File: config.mk
export PLATFORM = sky130hd
export DESIGN_NAME = alu_muldiv_flat
export DESIGN_NICKNAME = d
export VERILOG_FILES = /design/src/rtl/alu_ctrl_pkg.sv /design/src/rtl/alu_muldiv_if.sv /design/src/rtl/alu_muldiv_step.sv /design/src/rtl/alu_muldiv.sv /design/src/flat_wrapper.sv
export SDC_FILE = /design/constraint.sdc
export NUM_CORES = 1
export LEC_CHECK = 0
export CORE_ASPECT_RATIO = 1.4
export CORE_MARGIN = 2
export CORE_UTILIZATION = 40
export CTS_CLUSTER_SIZE = 24
export DETAILED_ROUTE_END_ITERATION = 10
export SYNTH_ARGS = -nofsm -noshare
export SYNTH_HDL_FRONTEND = slang
export SYNTH_SLANG_ARGS = --single-unit
File: constraint.sdc
create_clock -name clk -period 6.7 [get_ports clk]
set_input_delay 0.67 -clock clk [delete_from_list [all_inputs] [get_ports clk]]
set_output_delay 0.67 -clock clk [all_outputs]
set_load 0.02 [all_outputs]
File: src/rtl/alu_ctrl_pkg.sv
`default_nettype none
// ============================================================================
// Module      : alu_ctrl_pkg
// Description : Shared ALU control encoding plus the multiply/divide unit's
//               FSM state encoding and counter sizing helper.
//               Codes are consumed by alu_muldiv and produced by the ALU
//               control decoder.
// Revision    : 1.0 - initial release
// ============================================================================
package alu_ctrl_pkg;

    // 5-bit AluCtrl codes
    localparam logic [4:0] c_ALU_AND  = 5'b00000;
    localparam logic [4:0] c_ALU_MFLO = 5'b00001;
    localparam logic [4:0] c_ALU_ADD  = 5'b00010;
    localparam logic [4:0] c_ALU_XOR  = 5'b00011;
    localparam logic [4:0] c_ALU_NOR  = 5'b00100;
    localparam logic [4:0] c_ALU_SLTU = 5'b00101;
    localparam logic [4:0] c_ALU_SUB  = 5'b00110;
    localparam logic [4:0] c_ALU_SLT  = 5'b00111;
    localparam logic [4:0] c_ALU_MULT = 5'b01000;
    localparam logic [4:0] c_ALU_SLL  = 5'b01001;
    localparam logic [4:0] c_ALU_DIV  = 5'b01010;
    localparam logic [4:0] c_ALU_SRL  = 5'b01011;
    localparam logic [4:0] c_ALU_SRA  = 5'b01100;
    localparam logic [4:0] c_ALU_LUI  = 5'b01101;
    localparam logic [4:0] c_ALU_OR   = 5'b01110;
    localparam logic [4:0] c_ALU_MFHI = 5'b01111;

    // Multiply/divide FSM states
    typedef enum logic [1:0] {
        S_IDLE = 2'd0,
        S_MUL  = 2'd1,
        S_DIV  = 2'd2,
        S_FIX  = 2'd3
    } muldivState_t;

    // Operation latched at issue; selects the fix-up applied in S_FIX
    typedef enum logic [1:0] {
        OP_MUL  = 2'd0,
        OP_DIV  = 2'd1,
        OP_DIVZ = 2'd2
    } muldivOp_t;

    // Iteration datapath mode
    typedef enum logic {
        MODE_MUL = 1'b0,
        MODE_DIV = 1'b1
    } stepMode_t;

    // Counter must hold the value WIDTH itself
    function automatic int cntWidth(input int w);
        return $clog2(w) + 1;
    endfunction

endpackage
`default_nettype wire

File: src/rtl/alu_muldiv_if.sv
`default_nettype none
// ============================================================================
// Module      : alu_muldiv_if
// Description : Request/response bundle between the EX stage and the
//               multiply/divide unit.
//   master : drives Start, AluCtrl, A, B; observes the rest
//   slave  : the alu_muldiv unit
// Revision    : 1.0 - initial release
// ============================================================================
interface alu_muldiv_if #(
    parameter int WIDTH = 32
) ();
    logic             Start;
    logic [4:0]       AluCtrl;
    logic [WIDTH-1:0] A;
    logic [WIDTH-1:0] B;
    logic             Busy;
    logic             Done;
    logic             Stall;
    logic [WIDTH-1:0] Result;
    logic [WIDTH-1:0] Hi;
    logic [WIDTH-1:0] Lo;
    logic             DivByZero;

    modport master (
        output Start, AluCtrl, A, B,
        input  Busy, Done, Stall, Result, Hi, Lo, DivByZero
    );

    modport slave (
        input  Start, AluCtrl, A, B,
        output Busy, Done, Stall, Result, Hi, Lo, DivByZero
    );
endinterface
`default_nettype wire

File: src/rtl/alu_muldiv_step.sv
`default_nettype none
// ============================================================================
// Module      : muldiv_step
// Description : One iteration of the multi-cycle multiply/divide datapath.
//   MODE_MUL : i_acc = product accumulator, i_opA = multiplicand (shifted
//              left each step), i_opB = remaining multiplier bits (shifted
//              right each step). Adds i_opA when the multiplier LSB is set.
//   MODE_DIV : i_acc[WIDTH:0] = partial remainder, i_opA[WIDTH-1:0] =
//              divisor, i_opB = dividend bits shifting out MSB-first while
//              quotient bits shift in at the LSB (restoring division).
// Ports       : i_mode, i_acc, i_opA, i_opB -> o_acc, o_opA, o_opB
// Revision    : 1.0 - initial release
// ============================================================================
module muldiv_step
    import alu_ctrl_pkg::*;
#(
    parameter int WIDTH = 32
) (
    input  stepMode_t          i_mode,
    input  logic [2*WIDTH-1:0] i_acc,
    input  logic [2*WIDTH-1:0] i_opA,
    input  logic [WIDTH-1:0]   i_opB,
    output logic [2*WIDTH-1:0] o_acc,
    output logic [2*WIDTH-1:0] o_opA,
    output logic [WIDTH-1:0]   o_opB
);
    logic [WIDTH:0]   w_shifted;
    logic [WIDTH+1:0] w_diff;

    // Remainder shifted left with the next dividend bit brought in; the
    // extra MSB of w_diff is the borrow that decides restore vs keep.
    assign w_shifted = {i_acc[WIDTH-1:0], i_opB[WIDTH-1]};
    assign w_diff    = {1'b0, w_shifted} - {2'b00, i_opA[WIDTH-1:0]};

    always_comb begin
        o_acc = i_acc;
        o_opA = i_opA;
        o_opB = i_opB;
        if (i_mode == MODE_MUL) begin
            if (i_opB[0]) begin
                o_acc = i_acc + i_opA;
            end
            o_opA = {i_opA[2*WIDTH-2:0], 1'b0};
            o_opB = {1'b0, i_opB[WIDTH-1:1]};
        end else begin
            if (!w_diff[WIDTH+1]) begin
                o_acc = {{(WIDTH-1){1'b0}}, w_diff[WIDTH:0]};
                o_opB = {i_opB[WIDTH-2:0], 1'b1};
            end else begin
                o_acc = {{(WIDTH-1){1'b0}}, w_shifted};
                o_opB = {i_opB[WIDTH-2:0], 1'b0};
            end
        end
    end
endmodule
`default_nettype wire

File: src/rtl/alu_muldiv.sv
`default_nettype none
// ============================================================================
// Module      : alu_muldiv
// Description : Multi-cycle signed multiply/divide unit owning HI/LO.
//               Executes mult, div, mfhi, mflo from AluCtrl; interlocks the
//               pipeline via Stall while an operation is in flight.
// Ports       : clk, rst_n (async active-low), bus (alu_muldiv_if.slave:
//               Start, AluCtrl, A, B in; Busy, Done, Stall, Result, Hi, Lo,
//               DivByZero out)
// Options     : ALU_MULDIV_EARLY_TERM_EN - multiply stops as soon as the
//               remaining multiplier bits are zero (results unchanged).
// Revision    : 1.0 - initial release
// ============================================================================
module alu_muldiv
    import alu_ctrl_pkg::*;
#(
    parameter int WIDTH = 32
) (
    input  wire         clk,
    input  wire         rst_n,
    alu_muldiv_if.slave bus
);
    localparam int c_CNT_W = cntWidth(WIDTH);

`ifdef ALU_MULDIV_EARLY_TERM_EN
    localparam bit c_EARLY_TERM = 1'b1;
`else
    localparam bit c_EARLY_TERM = 1'b0;
`endif

    muldivState_t       r_state;
    muldivState_t       w_stateNext;
    muldivOp_t          r_op;
    logic [c_CNT_W-1:0] r_count;
    logic [2*WIDTH-1:0] r_acc;
    logic [2*WIDTH-1:0] r_opA;
    logic [WIDTH-1:0]   r_opB;
    logic               r_signA;
    logic               r_signB;
    logic [WIDTH-1:0]   r_hi;
    logic [WIDTH-1:0]   r_lo;
    logic               r_done;
    logic               r_divZero;

    logic               w_isMult;
    logic               w_isDiv;
    logic               w_isMove;
    logic               w_busy;
    logic [WIDTH-1:0]   w_absA;
    logic [WIDTH-1:0]   w_absB;
    logic [2*WIDTH-1:0] w_accStep;
    logic [2*WIDTH-1:0] w_opAStep;
    logic [WIDTH-1:0]   w_opBStep;
    logic [2*WIDTH-1:0] w_prodSigned;
    logic [WIDTH-1:0]   w_quoSigned;
    logic [WIDTH-1:0]   w_remSigned;
    stepMode_t          w_mode;

    assign w_isMult = (bus.AluCtrl == c_ALU_MULT);
    assign w_isDiv  = (bus.AluCtrl == c_ALU_DIV);
    assign w_isMove = (bus.AluCtrl == c_ALU_MFHI) || (bus.AluCtrl == c_ALU_MFLO);

    // Two's-complement negate of the most negative value yields itself,
    // which read as unsigned is exactly its magnitude.
    assign w_absA = bus.A[WIDTH-1] ? (~bus.A + 1'b1) : bus.A;
    assign w_absB = bus.B[WIDTH-1] ? (~bus.B + 1'b1) : bus.B;

    assign w_mode = (r_state == S_DIV) ? MODE_DIV : MODE_MUL;

    muldiv_step #(
        .WIDTH (WIDTH)
    ) u_step (
        .i_mode (w_mode),
        .i_acc  (r_acc),
        .i_opA  (r_opA),
        .i_opB  (r_opB),
        .o_acc  (w_accStep),
        .o_opA  (w_opAStep),
        .o_opB  (w_opBStep)
    );

    // Sign fix-up applied in S_FIX
    assign w_prodSigned = (r_signA ^ r_signB) ? (~r_acc + 1'b1) : r_acc;
    assign w_quoSigned  = (r_signA ^ r_signB) ? (~r_opB + 1'b1) : r_opB;
    assign w_remSigned  = r_signA ? (~r_acc[WIDTH-1:0] + 1'b1) : r_acc[WIDTH-1:0];

    // ---------------------------------------------------------------- FSM
    always_ff @(posedge clk or negedge rst_n) begin
        if (!rst_n) begin
            r_state <= S_IDLE;
        end else begin
            r_state <= w_stateNext;
        end
    end

    always_comb begin
        w_stateNext = r_state;
        w_busy      = (r_state != S_IDLE);
        case (r_state)
            S_IDLE: begin
                if (bus.Start && w_isMult) begin
                    w_stateNext = S_MUL;
                end else if (bus.Start && w_isDiv) begin
                    w_stateNext = (bus.B == '0) ? S_FIX : S_DIV;
                end
            end
            S_MUL: begin
                // Early exit once no multiplier bits remain to be consumed
                if ((r_count == c_CNT_W'(1)) || (c_EARLY_TERM && (w_opBStep == '0))) begin
                    w_stateNext = S_FIX;
                end
            end
            S_DIV: begin
                if (r_count == c_CNT_W'(1)) begin
                    w_stateNext = S_FIX;
                end
            end
            S_FIX: begin
                w_stateNext = S_IDLE;
            end
            default: begin
                w_stateNext = S_IDLE;
            end
        endcase
    end

    // ----------------------------------------------------------- datapath
    always_ff @(posedge clk or negedge rst_n) begin
        if (!rst_n) begin
            r_op      <= OP_MUL;
            r_count   <= '0;
            r_acc     <= '0;
            r_opA     <= '0;
            r_opB     <= '0;
            r_signA   <= 1'b0;
            r_signB   <= 1'b0;
            r_hi      <= '0;
            r_lo      <= '0;
            r_done    <= 1'b0;
            r_divZero <= 1'b0;
        end else begin
            r_done    <= 1'b0;
            r_divZero <= 1'b0;
            case (r_state)
                S_IDLE: begin
                    if (bus.Start && (w_isMult || w_isDiv)) begin
                        r_signA <= bus.A[WIDTH-1];
                        r_signB <= bus.B[WIDTH-1];
                        r_count <= c_CNT_W'(WIDTH);
                        r_acc   <= '0;
                        if (w_isMult) begin
                            r_op  <= OP_MUL;
                            r_opA <= {{WIDTH{1'b0}}, w_absA};
                            r_opB <= w_absB;
                        end else if (bus.B == '0) begin
                            // Dividend kept raw; it becomes HI unchanged
                            r_op  <= OP_DIVZ;
                            r_opA <= '0;
                            r_opB <= bus.A;
                        end else begin
                            r_op  <= OP_DIV;
                            r_opA <= {{WIDTH{1'b0}}, w_absB};
                            r_opB <= w_absA;
                        end
                    end
                end
                S_MUL, S_DIV: begin
                    r_acc   <= w_accStep;
                    r_opA   <= w_opAStep;
                    r_opB   <= w_opBStep;
                    r_count <= r_count - c_CNT_W'(1);
                end
                S_FIX: begin
                    r_done <= 1'b1;
                    case (r_op)
                        OP_MUL: begin
                            r_hi <= w_prodSigned[2*WIDTH-1:WIDTH];
                            r_lo <= w_prodSigned[WIDTH-1:0];
                        end
                        OP_DIV: begin
                            r_hi <= w_remSigned;
                            r_lo <= w_quoSigned;
                        end
                        default: begin
                            r_hi      <= r_opB;
                            r_lo      <= '1;
                            r_divZero <= 1'b1;
                        end
                    endcase
                end
                default: begin
                end
            endcase
        end
    end

    // ------------------------------------------------------------ outputs
    assign bus.Busy      = w_busy;
    assign bus.Done      = r_done;
    assign bus.DivByZero = r_divZero;
    assign bus.Hi        = r_hi;
    assign bus.Lo        = r_lo;
    assign bus.Stall     = (w_isMove || (bus.Start && (w_isMult || w_isDiv))) && w_busy;
    assign bus.Result    = (bus.AluCtrl == c_ALU_MFHI) ? r_hi :
                           (bus.AluCtrl == c_ALU_MFLO) ? r_lo : '0;

endmodule
`default_nettype wire

File: src/flat_wrapper.sv
// flat-port wrapper written by rule: the top's interface ports become plain ports
module alu_muldiv_flat import alu_ctrl_pkg::*;
#(
    parameter int WIDTH = 32
)
  (clk, rst_n, bus_Start, bus_AluCtrl, bus_A, bus_B, bus_Busy, bus_Done, bus_Stall, bus_Result, bus_Hi, bus_Lo, bus_DivByZero);
  alu_muldiv_if #(.WIDTH(WIDTH)) bus_i ();
  input  wire clk;
  input  wire rst_n;
  input wire logic [$bits(bus_i.Start)-1:0] bus_Start;
  input wire logic [$bits(bus_i.AluCtrl)-1:0] bus_AluCtrl;
  input wire logic [$bits(bus_i.A)-1:0] bus_A;
  input wire logic [$bits(bus_i.B)-1:0] bus_B;
  output wire logic [$bits(bus_i.Busy)-1:0] bus_Busy;
  output wire logic [$bits(bus_i.Done)-1:0] bus_Done;
  output wire logic [$bits(bus_i.Stall)-1:0] bus_Stall;
  output wire logic [$bits(bus_i.Result)-1:0] bus_Result;
  output wire logic [$bits(bus_i.Hi)-1:0] bus_Hi;
  output wire logic [$bits(bus_i.Lo)-1:0] bus_Lo;
  output wire logic [$bits(bus_i.DivByZero)-1:0] bus_DivByZero;
  assign bus_i.Start = bus_Start;
  assign bus_i.AluCtrl = bus_AluCtrl;
  assign bus_i.A = bus_A;
  assign bus_i.B = bus_B;
  assign bus_Busy = bus_i.Busy;
  assign bus_Done = bus_i.Done;
  assign bus_Stall = bus_i.Stall;
  assign bus_Result = bus_i.Result;
  assign bus_Hi = bus_i.Hi;
  assign bus_Lo = bus_i.Lo;
  assign bus_DivByZero = bus_i.DivByZero;
  alu_muldiv #(.WIDTH(WIDTH)) u_core (.clk(clk), .rst_n(rst_n), .bus(bus_i));
endmodule
==> metrics.yaml, run 1 <==
synthesis:
  async_flop_share_pct: 100
  synth_ff_type: "dfrtp_1"
  synth-compound-area-share_pct: 27.3
  synth_top_cell_area_share_pct: 27.9
  yosysTopAreaCell: "dfrtp_1"
  synthMuxAreaShare_pct: 2.95
  synth_edf_count: 0
  syn_nets: 2938
  synthSimpleGateAreaFrac_pct: 17.8
  ys_ff_latch: 238
  synth_fa_ha_area_share_pct: 6.45
  syn_avg_cell_area_um2: 7.75
  synth_top_family_by_area: "compound AO/OA/AOI/OAI gates"
  yosys.cell_types.count: 78
  synthCells: 2757
  synth.area.top_cells: "dfrtp_1, ha_1, xnor2_1"
  synth_xor_area_share_pct: 12.0
  seq_area_frac_synth_pct: 27.9
  syn_area_um2: 21400
  yosys_warnings: 0
clock_network:
  h-tree-depth: 1
  insertion_delay_ns: 0.61
  clk_pin_slew_ns: 0.06
  cts_hold_buf: 0
  cts-root-buf: "clkbuf_16"
  ctsResizeCount: 0
  cts_setup_buffers: 0
  cts_tree: "done"
  clock_path_buffers: 3
  cts-buffers-inserted: 29
  cts_sinks: 238
final_layout:
  fillCellCount: 5225
  finish.net_count: 2981
  layout-drive-gt1-share_pct: 5.28
  syn2layout_area_growth_pct: 15.0
  antenna-diode-count: 0
  finish.instance_area_um2: 24600
power:
  p_leak_nw: 10.2
  finalPower_mw: 13.4
  ir_drop_mv: 0.349
  power.density_nw_per_um2: 547
worst_setup_path:
  ff2ff_path_depth: 12
  start_kind: "flip-flop"
  cp.arrival_ns: 4.97
  regToRegEndpoint: "u_core.bus.Hi[12]"
  cp-endpoint: "u_core.bus.Hi[12]"
  crit_start: "u_core.r_acc[0]"
  cp-end-kind: "flip-flop"
  path_class: "flip-flop to flip-flop"
  required_ns: 7.23
  reg2reg_slack_ns: 2.26
  cp_max_fo: 8
  r2r_start: "u_core.r_acc[0]"
routing:
  drt_wl_total_um: 83600
  routedWlPerCell_um: 23.6
  dr.first_iter.drc_count: 1738
  firstDrtPassIters: 8
  vias_per_cell: 6.07
  drc: 0
  vias: 21456
  ant_nets: 0
timing:
  fin_crit_sh_pct: 66.3
  drv_slew: 0
  setup_violations: 0
  worst_pin_slew_ns: 1.34
  fin_crit_ns: 4.44
  rsz0062_at_grt: "false"
  slew_headroom_pct: 10.5
  finClkSkew_ns: 0.0346
  finalHoldViolations: 0
  hold_ws_ns: 0.0341
  tns_ns: 0
  timing.fmax_ghz: 0.225
die:
  start_util_pct: 40.4
  die_h_um: 277
  fp.coreArea_um2: 52900
  io_pins: 172
  rows: 100
  die-area_um2: 55300
  die_w_um: 199
run_status:
  status: "complete, no violations"
global_route:
  grt.total_usage_pct: 30.0
  grt_pass1_wl_um: 128000
  antenna_found_initial: 2
  grt_max_degree: 109
  overflow: 0
  grt_pass1_vias: 20958
placed_design:
  placed_area_um2: 23600
  gp_congestion: 0.936
  port_buffers: 171
  dpl.hpwl_um: 63600
run:
  maxCapViolCount: 0
worst_hold_path:
  hold_path_class: "input pin to asynchronous set/reset pin"
## synthesized netlist by cell type, types with 6 or more instances
library cell and n:
nor2b_1 16, a211o_1 7, o22ai_1 14, a211oi_1 81
or4_1 20, mux2_2 8, nand3_1 85, o311ai_0 6
a22oi_1 21, a21oi_1 248, o21ai_0 239, a22o_1 41
nand2b_1 21, nor4_1 17, dfrtp_1 238, nor3_1 50
a221oi_1 23, o211ai_1 25, xor2_1 141, o221ai_1 17
inv_1 96, and3_1 9, and2_1 7, o31ai_1 50
nor2_1 239, o21bai_1 16, nand4_1 19, xnor2_1 151
a222oi_1 9, a21o_1 33, or3_1 28, o41ai_1 10
a31o_2 6, buf_1 14, a21boi_0 6, o21a_1 9
ha_1 107, clkbuf_1 179, a31oi_1 23, mux2i_1 54
nand2_1 297
## metal layers
layer	up-vias	share of wire, %	wire length, um	global-route usage, %
li1	10040	-	-	-
met5	-	0.032	27	0
met2	756	49	41300	52.0
met1	10451	39	32900	35.8
met3	205	4.9	4080	3.02
met4	4	6.3	5260	16.8
## cells by family (layout without fill, tap and decap cells)
logic type	Yosys count	in the layout
AOI/OAI and AO/OA	918	918
and+or+nand+nor	834	834
buffers and inverters	304	369
xor gates and xnor gates	292	292
DFF	238	238
adders and majority gates	109	109
muxes	62	62
## worst max-delay path, stage by stage, from the launching register on
cell	delay, ns
dfrtp_1	0.50
inv_1	0.22
ha_1	0.27
or4b_2	0.68
or4_1	0.47
nor4_1	0.42
and2_1	0.35
a31oi_1	0.14
xnor2_1	0.33
nor2_1	0.09
a211oi_1	0.56
a21oi_1	0.14
a21oi_1	0.18
## placed cells by master (no fill, tap or decap), drive strengths merged, types with 49 or more instances in the layout
cell type and n:
xor2 141, nand3 85, nor2 239, mux2i 54, o31ai 50, nor3 50
nand2 297, ha 107, a21oi 248, xnor2 151, dfrtp 238, o21ai 243
inv 99, a211oi 81, clkdlybuf4s50 170, buf 49
## report_power, final
group | internal, mW | leakage, nW | switching, mW
logic | 3.29 | 6.75 | 5.72
clock network | 0.948 | 0.483 | 0.705
registers | 1.95 | 2.97 | 0.824
## worst min-delay path by stage
| stage | startpoint | endpoint |
|---|---|---|
| after detailed placement | u_core.r_opA[33] | u_core.r_opA[33] |
| after global placement | u_core.r_opA[60] | u_core.r_opA[60] |
| after global routing | rst_n | u_core.r_acc[40] |
| after floorplan | rst_n | u_core.bus.DivByZero |
| final | rst_n | u_core.r_acc[18] |
| after CTS | rst_n | u_core.r_acc[6] |
## state kept, by name, summed over array words and instances, names as in the netlist
signal,flops
u_core.r_acc,64
u_core.r_opA,64
u_core.bus.Hi,32
u_core.bus.Lo,32
u_core.r_opB,32
u_core.r_count,6
u_core.r_op,2
u_core.r_state,2
u_core.bus.DivByZero,1
u_core.bus.Done,1
u_core.r_signA,1
u_core.r_signB,1
## stage by stage
stage	cells	utilization [%]	setup slack, ns
detailed placement	3483	44.6	1.73
finish	3536	46.4	2.26
global placement	3483	44.6	1.87
floorplan	2757	-	2.71
CTS	3536	46.4	2.32
global route	3536	46.4	2.14
## layout make-up
class	instances	area [um^2]	share of cell area (%)
Inverter	97	364	1.48
Clock inverter	18	196	0.799
Tap cell	714	893	3.64
Multi-Input combinational cell	2215	14300	58.2
Clock buffer	35	778	3.17
Sequential cell	238	5960	24.2
Timing Repair Buffer	219	2090	8.50
No activity file was read; power rests on OpenSTA's default activity.
==> inputs of run 2 (changes only) <==
Clock period 6.7 ns to 3.6 ns, I/O delays scaled along.
==> metrics.yaml, run 2 (synthesized netlist as in run 1, its figures left out) <==
worst_setup_path:
  required_ns: 4.08  # -3.15 ns
  critPathSlowestCell: "dfrtp_1"
  start_kind: "flip-flop"
  worst_path_largest_cell_delay_ns: 0.35  # -0.33 ns
  path_class: "flip-flop to flip-flop"
  cp-end-kind: "flip-flop"
  cp_max_fo: 4  # -4
  cp_cell_sequence: "inv_1 > ha_2 > fa_2 > nand2b_4 > a211oi_4 > o21bai_2 > a21oi_2 > buf_4 > a311oi_4 > o311ai_1 > buf_4 > o211ai_1 > o211ai_1 > o31ai_1 > a31o_2"
  cp.arrival_ns: 4.00  # -0.97 ns
worst_hold_path:
  hold_path_class: "input pin to asynchronous set/reset pin"
routing:
  routedWlPerCell_um: 23.2  # -1.7%
  vias: 22912  # +6.8%
  dr.first_iter.drc_count: 1584  # -8.9%
  vias_per_cell: 5.92  # -2.5%
  ant_nets: 0  # unchanged
  firstDrtPassIters: 6  # -2
  drt_wl_total_um: 90000  # +7.6%
  drc: 0  # unchanged
timing:
  finClkSkew_ns: 0.0320  # -0.00254 ns
  setup_violations: 0  # unchanged
  fin_crit_sh_pct: 97.8  # +32 points
  drv_slew: 0  # unchanged
  worst_pin_slew_ns: 1.22  # -0.121 ns
  fin_ws_ns: 0.0786  # -2.18 ns
  slew_headroom_pct: 17.9  # +7.4 points
  hold_ws_ns: 0.299  # +0.265 ns
  timing.fmax_ghz: 0.284  # +26%
  finalHoldViolations: 0  # unchanged
  fin_crit_ns: 3.52  # -0.920 ns
clock_network:
  clock_path_buffers: 3  # unchanged
  insertion_delay_ns: 0.61  # about the same
  cts-buffers-inserted: 29  # unchanged
  cts_tree: "done"
  clk_pin_slew_ns: 0.06  # about the same
  h-tree-depth: 1  # unchanged
  cts_sinks: 238  # unchanged
  cts-root-buf: "clkbuf_16"
placed_design:
  port_buffers: 171  # unchanged
  gp_congestion: 1.02  # +9.0%
  dpl.hpwl_um: 70600  # +11%
  pre_cts_ws_ns: -0.633  # -2.36 ns
final_layout:
  fillCellCount: 5065  # -3.1%
  finish.net_count: 3314  # +11%
  multi_input_area_um2: 14700  # +2.7%
  top_regs: "u_core.r_acc x64, u_core.r_opA x64"
  seqCellArea_um2: 5960  # about the same
  layout_commonest_cell: "buf_4"
  layout_common_cells: "buf_4, nand2_1, a21oi_1"
  syn2layout_area_growth_pct: 29.2
  layout-drive-gt1-share_pct: 17.2  # +12 points
power:
  p_sw_share_pct: 51.3  # -2.7 points
  p_clk_share_pct: 10.9  # -1.4 points
  finalPower_mw: 28.3  # +110%
  seqPwrFrac_pct: 16.9  # -3.8 points
  power.density_nw_per_um2: 1020  # +87%
  ir_drop_mv: 0.752  # +120%
  switchingPower_mw: 14.5  # +100%
  p_leak_nw: 11.9  # +17%
  combPwrFrac_pct: 72.2  # +5.1 points
  internal_power_mw: 13.8  # +120%
die:
  die_w_um: 199  # unchanged
  die_h_um: 277  # unchanged
  fp.coreArea_um2: 52900  # unchanged
  io_pins: 172  # unchanged
  rows: 100  # unchanged
  die-area_um2: 55300  # unchanged
  start_util_pct: 40.4  # unchanged
global_route:
  grt_pass1_vias: 22855  # +9.1%
  overflow: 0  # unchanged
  antenna_found_initial: 3  # +1
  grt.total_usage_pct: 32.0  # +2.1 points
  grt_max_degree: 112  # +2.8%
  grt_pass1_wl_um: 136000  # +6.1%
run_status:
  status: "complete, no violations"
run:
  maxCapViolCount: 0  # unchanged
## run 2: path summary, 6_finish.rpt
kind                             startpoint          endpoint  slack, ns  depth (start not counted)
setup / recovery           u_core.r_opB[31]  u_core.r_acc[30]       0.08                         15
hold / removal                        rst_n  u_core.r_acc[29]       0.30                          2
setup reg to reg           u_core.r_opB[31]  u_core.r_acc[30]       0.08                         15
hold reg to reg            u_core.r_opA[50]  u_core.r_opA[50]       0.51                          2
max in group asynchronous             rst_n  u_core.r_opB[23]       2.40                          3
min in group clk           u_core.r_opA[50]  u_core.r_opA[50]       0.51                          2
## run 2: through the flow
stage	instance area, um^2	cells	setup TNS, ns	util, %
3_3_place_gp	26100	3802	-29.56	49.3
5_1_grt	27600	3870	-0.0143	52.1
3_5_place_dp	26100	3802	-31.41	49.3
6_report	27600	3871	0	52.1
2_1_floorplan	21400	2757	-0.0782	-
4_1_cts	27300	3865	-0.0179	51.6
## run 2: worst max-delay path: cells and delay by family, from the launching register on
family | cells | cell delay (ns)
flops | 1 | 0.35
fa+ha+maj | 2 | 0.53
buf+inv | 3 | 0.40
simple gates | 1 | 0.16
compound gates | 9 | 1.98
## run 2: layout make-up
| type | count | share of cell area [%] |
|---|---|---|
| repair buffers | 552 | 17.1 |
| well taps | 714 | 3.24 |
| clock inverters | 14 | 0.580 |
| clock buffers | 40 | 2.96 |
| inverters | 97 | 1.32 |
| diodes | 1 | 0.00907 |
| multi-input cells | 2215 | 53.2 |
| flip-flops and latches | 238 | 21.6 |
## run 2: routing by layer
metal	vias to the layer above	part of all wire [%]	global-route usage, %
li1	10720	-	-
met1	11081	38	36.0
met2	831	49	56.1
met3	276	5.5	4.04
met4	4	7.9	21.5
met5	-	0.056	0
## run 2: power groups by stage
stage	combinational (mW)	clock, mW	sequential (mW)
after floorplan	11.2	0	4.78
after global placement	19.1	0	4.78
after detailed placement	19.3	0	4.78
after CTS	19.7	3.12	4.74
after global routing	21.9	3.22	4.87
final	20.4	3.07	4.79
## run 2: what timing repair did
item,CTS,global route
gates cloned,0,0
hold buffers,1,0
buffers inserted,8,6
resized for setup,41,57
endpoints found under the setup margin,50,83
endpoints found under the hold margin,63,0
pin swaps,12,24
==> RTL edit (config.mk and constraints of run 1) <==
The option `ALU_MULDIV_EARLY_TERM_EN` is turned on by a define.
--- a/src/rtl/alu_muldiv.sv
+++ b/src/rtl/alu_muldiv.sv
@@ -13,2 +13,4 @@
 // ============================================================================
+`define ALU_MULDIV_EARLY_TERM_EN
+
 module alu_muldiv
Function: changed (Yosys sat finds a counterexample within 4 cycles, from zero or initial values and one cycle with rst_n low).
==> RTL edit against run 1 <==
Setup slack improved by 0.21 ns; non-clock buffer count decreased by 7; hold slack improved by 0.056 ns; cell area increased by 2.9%; synthesized area increased by 2.8%; total power increased by 8.7%; critical path depth unchanged; wire length increased by 9.7%; sequential power increased by 7%; die area increased by 2.8%; synthesized cell count increased by 3.6%; sequential cell count unchanged; largest cell class unchanged.
==> RTL edit: results (changes against run 1) <==
- Layout Skew: 0.0278 ns (-0.00674 ns)
- Number of iterations in the first detailed-routing pass: 6 (-2)
- All-Layer GR Usage: 31.5% (+1.6 points)
- Worst IR drop on VDD: 0.000265 V (-24%)
- Filler instances: 5445 (+4.2%)
- Most instantiated cells after synthesis: 325 x sky130_fd_sc_hd__nand2_1, 271 x sky130_fd_sc_hd__a21oi_1, 241 x sky130_fd_sc_hd__nor2_1
- Final weighted congestion in routability-driven placement: 0.962 (+2.8%)
- Ratio of cells with drive above 1 in the final layout: 5.01% (-0.27 points)
- R2R Path End: u_core.r_acc[56]
- CP peak stage delay: 0.89 ns (+0.21 ns)
- Leading post-synthesis cells by cell area: sky130_fd_sc_hd__dfrtp_1 27%, sky130_fd_sc_hd__a21oi_1 6.2%, sky130_fd_sc_hd__ha_1 6.2%
- Power Internal: 0.00663 W (+7.2%)
- Routed length per instance: 25.2 um (+6.7%)
- Pin count of the biggest net entering global routing: 122 (+12%)
- CTS clock-pin slew for the worst setup and hold paths: about 0.070 ns
- Crit Path Max Fanout: 9 (+1)
- Via count of the first global-routing pass: 22300 (+6.5%)
- Half-perimeter wire length after detailed placement: 70.0 mm (+10%)
- Distinct cell type count after synthesis: 85 (+9.0%)
- Number of DRC violations after detailed-routing iteration 0: 2106 (+21%)
- Number of instances in the synthesized netlist: 2857 (+3.6%)
- Initial antenna violation count: 1 (-1)
- Sequential fraction of the synthesis area: 27.1% (-0.77 points)
- Max-Slew Margin vs Limit: 27.6% (+17 points)
- Result of the run: finished, final reports clean
- Total number of vias: 22600 (+5.5%)
- Standby leakage power: 10.5 nW (+2.5%)
- Worst endpoint data arrival time: 4.70 ns (-0.27 ns)
- Reg-to-reg setup timing slack: 2.47 ns (+0.21 ns)
- Wire length of the first global-routing pass: 138 mm (+7.8%)
- Worst setup slack after placement: 2.21 ns (+0.484 ns)
- Cell family with most CP delay: compound AO/OA/AOI/OAI gates
- Power per cell area: 578 nW/um^2 (+5.7%)
- Aggregate routed wire length: 91.7 mm (+9.7%)
RTL edit: kinds of logic after synthesis:
kind of cell / after synthesis / synth area share, %
multiplexers: 58 / 2.76
AO/OA/AOI/OAI: 943 / 27.8
XOR/XNOR: 288 / 11.5
flip-flops: 238 / 27.1
adder cells (fa/ha/maj): 110 / 6.33
AND/OR/NAND/NOR: 926 / 19.5
buffers and inverters: 294 / 5.08
RTL edit: power groups by stage:
| stage | clock network (W) | registers (W) | logic [W] |
|---|---|---|---|
| 2_1_floorplan | 0 | 0.00259 | 0.00654 |
| 3_3_place_gp | 0 | 0.00295 | 0.00961 |
| 3_5_place_dp | 0 | 0.00296 | 0.00965 |
| 4_1_cts | 0.00183 | 0.00293 | 0.00970 |
| 5_1_grt | 0.00189 | 0.00301 | 0.0106 |
| 6_report | 0.00180 | 0.00297 | 0.00985 |
RTL edit: how the worst max path moves through the flow:
stage,startpoint,end,slack (ns)
floorplan,bus_A[1],u_core.r_opB[29],3.22
detailed placement,bus_B[6],u_core.r_opB[9],2.21
global placement,bus_B[6],u_core.r_opB[9],2.25
global route,u_core.r_acc[4],u_core.r_acc[61],2.20
finish,u_core.r_acc[0],u_core.r_acc[56],2.47
CTS,u_core.r_acc[0],u_core.r_acc[56],2.56
RTL edit: stage by stage:
step | cell area, sq um | hold WS, ns
3_5_place_dp | 24200 | 0.496
4_1_cts | 25300 | 0.156
6_report | 25300 | 0.0897
2_1_floorplan | 22000 | 0.374
3_3_place_gp | 24200 | 0.493
5_1_grt | 25300 | 0.168
RTL edit: cell type report:
cell class	instances	area (sq um)	area share, %
well taps	721	902	3.57
clock inverters	17	262	1.03
flip-flops and latches	238	5960	23.6
inverters	85	319	1.26
multi-input cells	2325	15000	59.3
clock buffers	37	806	3.19
repair buffers	212	2040	8.06
RTL edit: routing by layer:
layer	GRT usage [%]	share of wire (%)	up-vias
met4	17.1	6.2	0
met3	3.80	6.0	276
met2	56.9	50	930
met5	0	0	-
li1	-	-	10400
met1	36.2	37	11000
